===== config.mk =====
export PLATFORM = sky130hd
export DESIGN_NAME = sysmem_arbiter
export DESIGN_NICKNAME = d
export VERILOG_FILES = /design/src/rtl/sysmem_arbiter.sv
export SDC_FILE = /design/constraint.sdc
export NUM_CORES = 1
export LEC_CHECK = 0
export CELL_PAD_IN_SITES_DETAIL_PLACEMENT = 1
export CELL_PAD_IN_SITES_GLOBAL_PLACEMENT = 1
export CORE_ASPECT_RATIO = 1.2
export CORE_MARGIN = 5
export CORE_UTILIZATION = 21
export DETAILED_ROUTE_END_ITERATION = 8
export PLACE_DENSITY_LB_ADDON = 0.1
export SLEW_MARGIN = 20
export SYNTH_ARGS = -nofsm -noshare
export SYNTH_HDL_FRONTEND = slang
export SYNTH_SLANG_ARGS = --single-unit

===== constraint.sdc =====
create_clock -name clk -period 2 [get_ports clk]
set_clock_uncertainty 0.1 [all_clocks]
set_input_delay 0.4 -clock clk [delete_from_list [all_inputs] [get_ports clk]]
set_output_delay 0.4 -clock clk [all_outputs]
set_load 0.05 [all_outputs]

===== src/rtl/sysmem_arbiter.sv =====
`timescale 1ns/1ps
`default_nettype none
// ============================================================================
// Module   : sysmem_arbiter
// Purpose  : Shares four byte-lane system RAM instances between the cpu
//            native memory port and the debug/boot loader port. One
//            transaction at a time, IDLE -> ACCESS -> RESP, with window
//            decode and an error pulse for out-of-window accesses.
// Revision : 1.0 - initial release
// ============================================================================
module sysmem_arbiter #(
  parameter int          ADDR_W    = 10,
  parameter logic [31:0] BASE_ADDR = 32'h0000_0000,
  parameter int          LD_PRIO   = 0
) (
  input  logic              clk,
  input  logic              resetn,
  input  logic              cpu_valid,
  input  logic [31:0]       cpu_addr,
  input  logic [31:0]       cpu_wdata,
  input  logic [3:0]        cpu_wstrb,
  output logic              cpu_ready,
  output logic [31:0]       cpu_rdata,
  input  logic              ld_valid,
  input  logic [31:0]       ld_addr,
  input  logic [31:0]       ld_wdata,
  input  logic [3:0]        ld_wstrb,
  output logic              ld_ready,
  output logic [31:0]       ld_rdata,
  output logic [ADDR_W-1:0] ram_addr,
  output logic [3:0]        ram_ce,
  output logic [3:0]        ram_we,
  output logic [31:0]       ram_di,
  input  logic [31:0]       ram_do,
  output logic              err
);

  localparam int   TAG_LSB   = ADDR_W + 2;
  localparam logic GRANT_CPU = 1'b0;
  localparam logic GRANT_LD  = 1'b1;

  typedef enum logic [1:0] {
    S_IDLE   = 2'd0,
    S_ACCESS = 2'd1,
    S_RESP   = 2'd2
  } state_t;

  state_t      state;
  state_t      state_nxt;

  logic        grant;       // requester owning the current transaction
  logic        last_grant;  // requester served most recently
  logic        hit;         // current transaction falls inside the window
  logic        is_write;    // current transaction has a non-zero strobe

  logic        any_req;
  logic        pick_ld;
  logic        sel_hit;
  logic [31:0] sel_addr;
  logic [31:0] sel_wdata;
  logic [3:0]  sel_wstrb;
  logic        in_resp;
  logic [31:0] resp_data;
  logic        unused_addr_lsbs;

  // Arbitration: choose the requester and mux its request fields.
  always_comb begin
    any_req = cpu_valid | ld_valid;
    pick_ld = GRANT_CPU;
    if (cpu_valid && ld_valid) begin
      // Round-robin hands a tie to whoever was not served last.
      pick_ld = (LD_PRIO != 0) ? GRANT_LD : ~last_grant;
    end else if (ld_valid) begin
      pick_ld = GRANT_LD;
    end
    sel_addr  = pick_ld ? ld_addr  : cpu_addr;
    sel_wdata = pick_ld ? ld_wdata : cpu_wdata;
    sel_wstrb = pick_ld ? ld_wstrb : cpu_wstrb;
    sel_hit   = (sel_addr[31:TAG_LSB] == BASE_ADDR[31:TAG_LSB]);
  end

  // Byte offset within a word plays no part in word-wide lane access.
  assign unused_addr_lsbs = ^sel_addr[1:0];

  // State register.
  always_ff @(posedge clk or negedge resetn) begin
    if (!resetn) begin
      state <= S_IDLE;
    end else begin
      state <= state_nxt;
    end
  end

  // Next-state decode: every transaction is exactly three cycles long.
  always_comb begin
    state_nxt = state;
    case (state)
      S_IDLE:   if (any_req) state_nxt = S_ACCESS;
      S_ACCESS: state_nxt = S_RESP;
      S_RESP:   state_nxt = S_IDLE;
      default:  state_nxt = S_IDLE;
    endcase
  end

  // Capture the granted request and present lane enables during ACCESS only.
  always_ff @(posedge clk or negedge resetn) begin
    if (!resetn) begin
      grant      <= GRANT_CPU;
      last_grant <= GRANT_LD;
      hit        <= 1'b0;
      is_write   <= 1'b0;
      ram_addr   <= '0;
      ram_di     <= 32'h0;
      ram_ce     <= 4'h0;
      ram_we     <= 4'h0;
    end else begin
      ram_ce <= 4'h0;
      ram_we <= 4'h0;
      if (state == S_IDLE && any_req) begin
        grant      <= pick_ld;
        last_grant <= pick_ld;
        hit        <= sel_hit;
        is_write   <= (sel_wstrb != 4'h0);
        ram_addr   <= sel_addr[ADDR_W+1:2];
        ram_di     <= sel_wdata;
        if (sel_hit) begin
          ram_ce <= (sel_wstrb == 4'h0) ? 4'hF : sel_wstrb;
          ram_we <= sel_wstrb;
        end
      end
    end
  end

  // Response side decodes purely from registered state, plus lane data.
  assign in_resp   = (state == S_RESP);
  assign resp_data = (in_resp && hit && !is_write) ? ram_do : 32'h0;
  assign cpu_ready = in_resp && (grant == GRANT_CPU);
  assign ld_ready  = in_resp && (grant == GRANT_LD);
  assign cpu_rdata = cpu_ready ? resp_data : 32'h0;
  assign ld_rdata  = ld_ready  ? resp_data : 32'h0;
  assign err       = in_resp && !hit;

endmodule
`default_nettype wire


; ---- Word level (Yosys, flattened, before mapping)
; Index checks and enable logic that the tools add are counted.
[word_totals]
elab_cells = 43
reg_bits = 56
input_bits = 172
out_inout_bits = 117
[classes]
reduce_logical = 13
bitwise = 3
n_eq_ne = 3
muxes = 15
[ops]
columns = operator, n
row1 = two-way mux 32 bit, 5
row2 = two-way mux 4 bit, 6
row3 = logical NOT 20 bit, 1
row4 = logical AND 1 bit, 7
row5 = logical NOT 4 bit, 1
row6 = one-hot mux 2 bit (2 select lines), 1
row7 = nonzero test 4 bit, 1
row8 = equality test 2 x 1 -> 1 bit (second input constant), 1
row9 = equality test 2 bit (second input constant), 1
row10 = logical NOT 1 bit, 2
row11 = logical NOT 2 bit, 1
row12 = two-way mux 1 bit, 2
row13 = two-way mux 2 bit, 1
row14 = != test 2 bit (second input constant), 1
row15 = NOT 1 bit, 2
row16 = OR 1 bit, 1

; ---- Longest topological paths before layout
[depth]
word_depth = 7
depth_mapped = 7
mapped_depth_nobuf = 5

; ---- Worst setup path after synthesis
; OpenSTA, ideal clock, no wires.
[synth_path]
path_type = register to output
startpoint = register state[0]
endpoint = output ld_rdata[10]
stages_incl_launch_ff = 5
setup_slack_ns = 0.019
required_ns = 1.500
arrival_ns = 1.481
path_cell_list = dfrtp_1 nand2b_1 nor3_2 clkbuf_1 and2_1
[synth_via]
elab_chain_len = 5
word_cells_on_any_way = 6
cone_classes = eq/ne: 1 / mux: 2 / reduce/logical: 3
[synth_rtl]
columns = element, line_no
row1 = from (decl), 48  ; state_t state;
row2 = from (signal assigned), 90  ; state <= state_nxt;
row3 = equality test 2 bit *, 135  ; assign in_resp = (state == S_RESP);
row4 = logical AND 1 bit (2 in series), 136  ; assign resp_data = (in_resp && hit && !is_write) ? ram_do : 32'h0;
row5 = two-way mux 32 bit, 136
row6 = two-way mux 32 bit *, 140  ; assign ld_rdata = ld_ready ? resp_data : 32'h0;
row7 = to (decl), 29  ; output logic [31:0] ld_rdata,
; Every way passes the cells marked *; elsewhere a longest branch is shown, timed or not.

; ---- Worst setup path after layout
[layout_path]
startpoint = register state[0]
endpoint = output ld_rdata[29]
; Same word-level chain as after synthesis.

==> impl_metrics.yaml <==
clock_network:
  root_buffer: "clkbuf_16"
  cts_buffer_depth: 2
  cts_tree: "built"
  clock-sinks: 56
  clock_latency_ns: 0.29
  htreeDepth: 2
  cts_made_buffers: 5
  cts-hold-fix-buffers: 0
  clk_pin_slew_ns: 0.08
final_layout:
  final_cells: 823
  diodes: 0
  synthToLayoutAreaGrowth_pct: 137.1
  fin_nets: 794
  drive_above_1_share: 0.3579
  multi_input_comb_area_mm2: 0.001755
  fillers: 1581
  regArea_mm2: 0.001403
  utilization: 0.5097
sta:
  holdWs_ns: -0.007542
  rsz0062_at_grt: "yes"
  setup_violations: 64
  slew-limit-headroom: 0.6596
  drv_slew: 0
  post-route-period-util: 1.075
  tightest_slew_ns: 0.5090
  setup_ws_ns: -0.1504
  finalHoldViolCount: 4
  fmax_mhz: 465.0
  min_period_ns: 2.150
worst_setup_path:
  critPathArrivalTime_ns: 1.65
  startpoint: "state[0]$_DFFE_PN0P_"
  crit_path_frequent_cell: "buf_12"
  required_ns: 1.50
  cp_cell_sequence: "nand2b_4 > nor3_4 > buf_12 > clkbuf_16 > and2_4 > buf_12"
  crit_type: "reg -> out"
  path_buf_inv: 3
  setup.worst_path.end_class: "primary output"
  reg2reg_from: "state[0]$_DFFE_PN0P_"
  crit_path_max_incr_delay_ns: 0.38
  critical-path-top-delay-family: "simple AND/OR/NAND/NOR gates"
  cp_slowest_cell: "dfrtp_1"
  cp-start-kind: "flip-flop"
  worst-path-max-fanout: 8
synth:
  ys.flop_type: "dfrtp_1"
  syn_avg_cell_area_um2: 9.429
  synth_edf_count: 0
  synthArstFlopShare: 1.000
  yosys-top-cells-count: "and2_1 (64), dfrtp_1 (55), nand2_1 (51), mux2i_1 (42), o21ai_0 (37)"
  synth_top_area_cell: "dfrtp_1"
  syn_inst: 330
  syn_nets: 502
  synthDistinctLibCells: 28
  seq_area_frac_synth: 0.4507
  yosysTopAreaCellShare: 0.4423
  yosysWarnings: 0
  synth_area_leaders: "dfrtp_1 (44%), mux2i_1 (14%), and2_1 (13%), nand2_1 (6.2%), o21ai_0 (6.0%)"
  ys_ff_latch: 56
  synth_most_common_cell: "and2_1"
  synth_area_mm2: 0.003112
die:
  initial_utilization: 0.2150
  die_width_um: 121.1
  coreArea_mm2: 0.01447
  dieArea_mm2: 0.01736
  rows: 48
  die_y_um: 143.3
  ios: 289
route:
  ant_nets: 0
  drc: 0
  wire_per_inst_um: 18.04
  vias: 3529
  drtIter0Drc: 32
  routed_via_density: 4.288
  dr.pass1.iters: 4
  wirelength_mm: 14.84
global_routing:
  grt_overflow_total: 0
  grt_pass1_vias: 3796
  grt_usage: 0.1574
  antenna_found_initial: 0
  grt_pass1_wl_mm: 21.15
  grt_max_degree: 65
power:
  power_density_mw_per_mm2: 947.7
  peakVddDrop_mv: 0.7149
  power_mw: 6.991
  cellLeakagePower_nw: 3.181
placement:
  dp_slack_ns: -0.08598
  dp_cells: 803
  gp_congestion: 0.7428
  portBuffers: 284
  dp_hpwl_mm: 11.90
outcome:
  violations: "hold timing, setup timing"
  status: "finished with violations"
run:
  cap_violations: 0
hold_path:
  min-delay-path-class: "in -> async"
[state kept, by name (all words and copies together) (netlist names)]
register    cells
grant           1
hit             1
is_write        1
last_grant      1
ram_addr       10
ram_ce          4
ram_di         32
ram_we          4
state           2
[through the flow]
| stage | instance area (µm²) | setup TNS [ns] |
|---|---|---|
| 2_1_floorplan | 3112 | 0 |
| 3_3_place_gp | 6808 | -0.3302 |
| 3_5_place_dp | 6808 | -1.112 |
| 4_1_cts | 7147 | -8.356 |
| 5_1_grt | 7377 | -12.47 |
| 6_report | 7377 | -8.227 |
[metal layers]
| layer | global-route usage | vias up | wire length, µm |
|---|---|---|---|
| met5 | 0 | - | 0 |
| met4 | 0.04415 | 0 | 326 |
| met3 | 0.05039 | 19 | 1122 |
| met2 | 0.3080 | 163 | 8169 |
| met1 | 0.1581 | 1647 | 5225 |
| li1 | - | 1700 | - |
[layout make-up]
| cell class | count | area share |
|---|---|---|
| flip-flops and latches | 56 | 0.1901 |
| multi-input cells | 249 | 0.2380 |
| inverters | 3 | 0.001526 |
| clock buffers | 5 | 0.01696 |
| well taps | 200 | 0.03392 |
| repair buffers | 307 | 0.5132 |
| clock inverters | 3 | 0.006275 |
[report_power, final]
group	internal, mW	switching, mW	total [mW]
Combinational	1.45	2.63	4.07
Sequential	1.61	0.272	1.89
Clock	0.599	0.433	1.03
Total	3.66	3.33	6.99
[final timing paths]
| path | to | slack, ns | depth (start not counted) |
|---|---|---|---|
| worst max-delay path | ld_rdata[29] | -0.15 | 6 |
| max in group asynchronous | last_grant$_DFFE_PN1P_ | 1.50 | 2 |
| worst min register to register | ram_addr[8]$_DFFE_PN0P_ | 0.38 | 2 |
| worst max register to register | ram_ce[1]$_DFF_PN0_ | 0.35 | 5 |
| worst min-delay path | ram_addr[1]$_DFFE_PN0P_ | -0.008 | 2 |
| min in group clk | ram_addr[8]$_DFFE_PN0P_ | 0.38 | 2 |
[cell families (layout without fill, tap and decap cells)]
family          after synthesis  in the layout  synth area share
flops                        56             56            0.4507
buf+inv                      25            318           0.05026
simple gates                146            146            0.2445
mux                          48             48            0.1600
compound gates               55             55           0.09449
[cell usage in the layout (no fill, tap or decap), types with 2 or more instances in the layout]
master / instances
dfrtp_1: 55
nand2b_4: 2
nand4_1: 2
nand2_1: 51
buf_12: 76
o21ai_1: 8
nand3_1: 2
buf_16: 2
inv_1: 2
and2_4: 64
nor3_4: 2
mux2i_1: 42
clkbuf_16: 8
nor4_1: 10
buf_6: 2
nor2_1: 12
o21ai_0: 37
a21oi_1: 5
buf_4: 52
clkdlybuf4s50_1: 170
mux2_2: 2
mux2i_2: 4
[what timing repair did]
action                                  4_1_cts  5_1_grt
cloned                                        2        4
buffers inserted                              2        4
resized for setup                            36       39
endpoints found under the setup margin       64       64
pin swaps                                     3       53
Note: power is estimated with default switching activity, not from simulation.
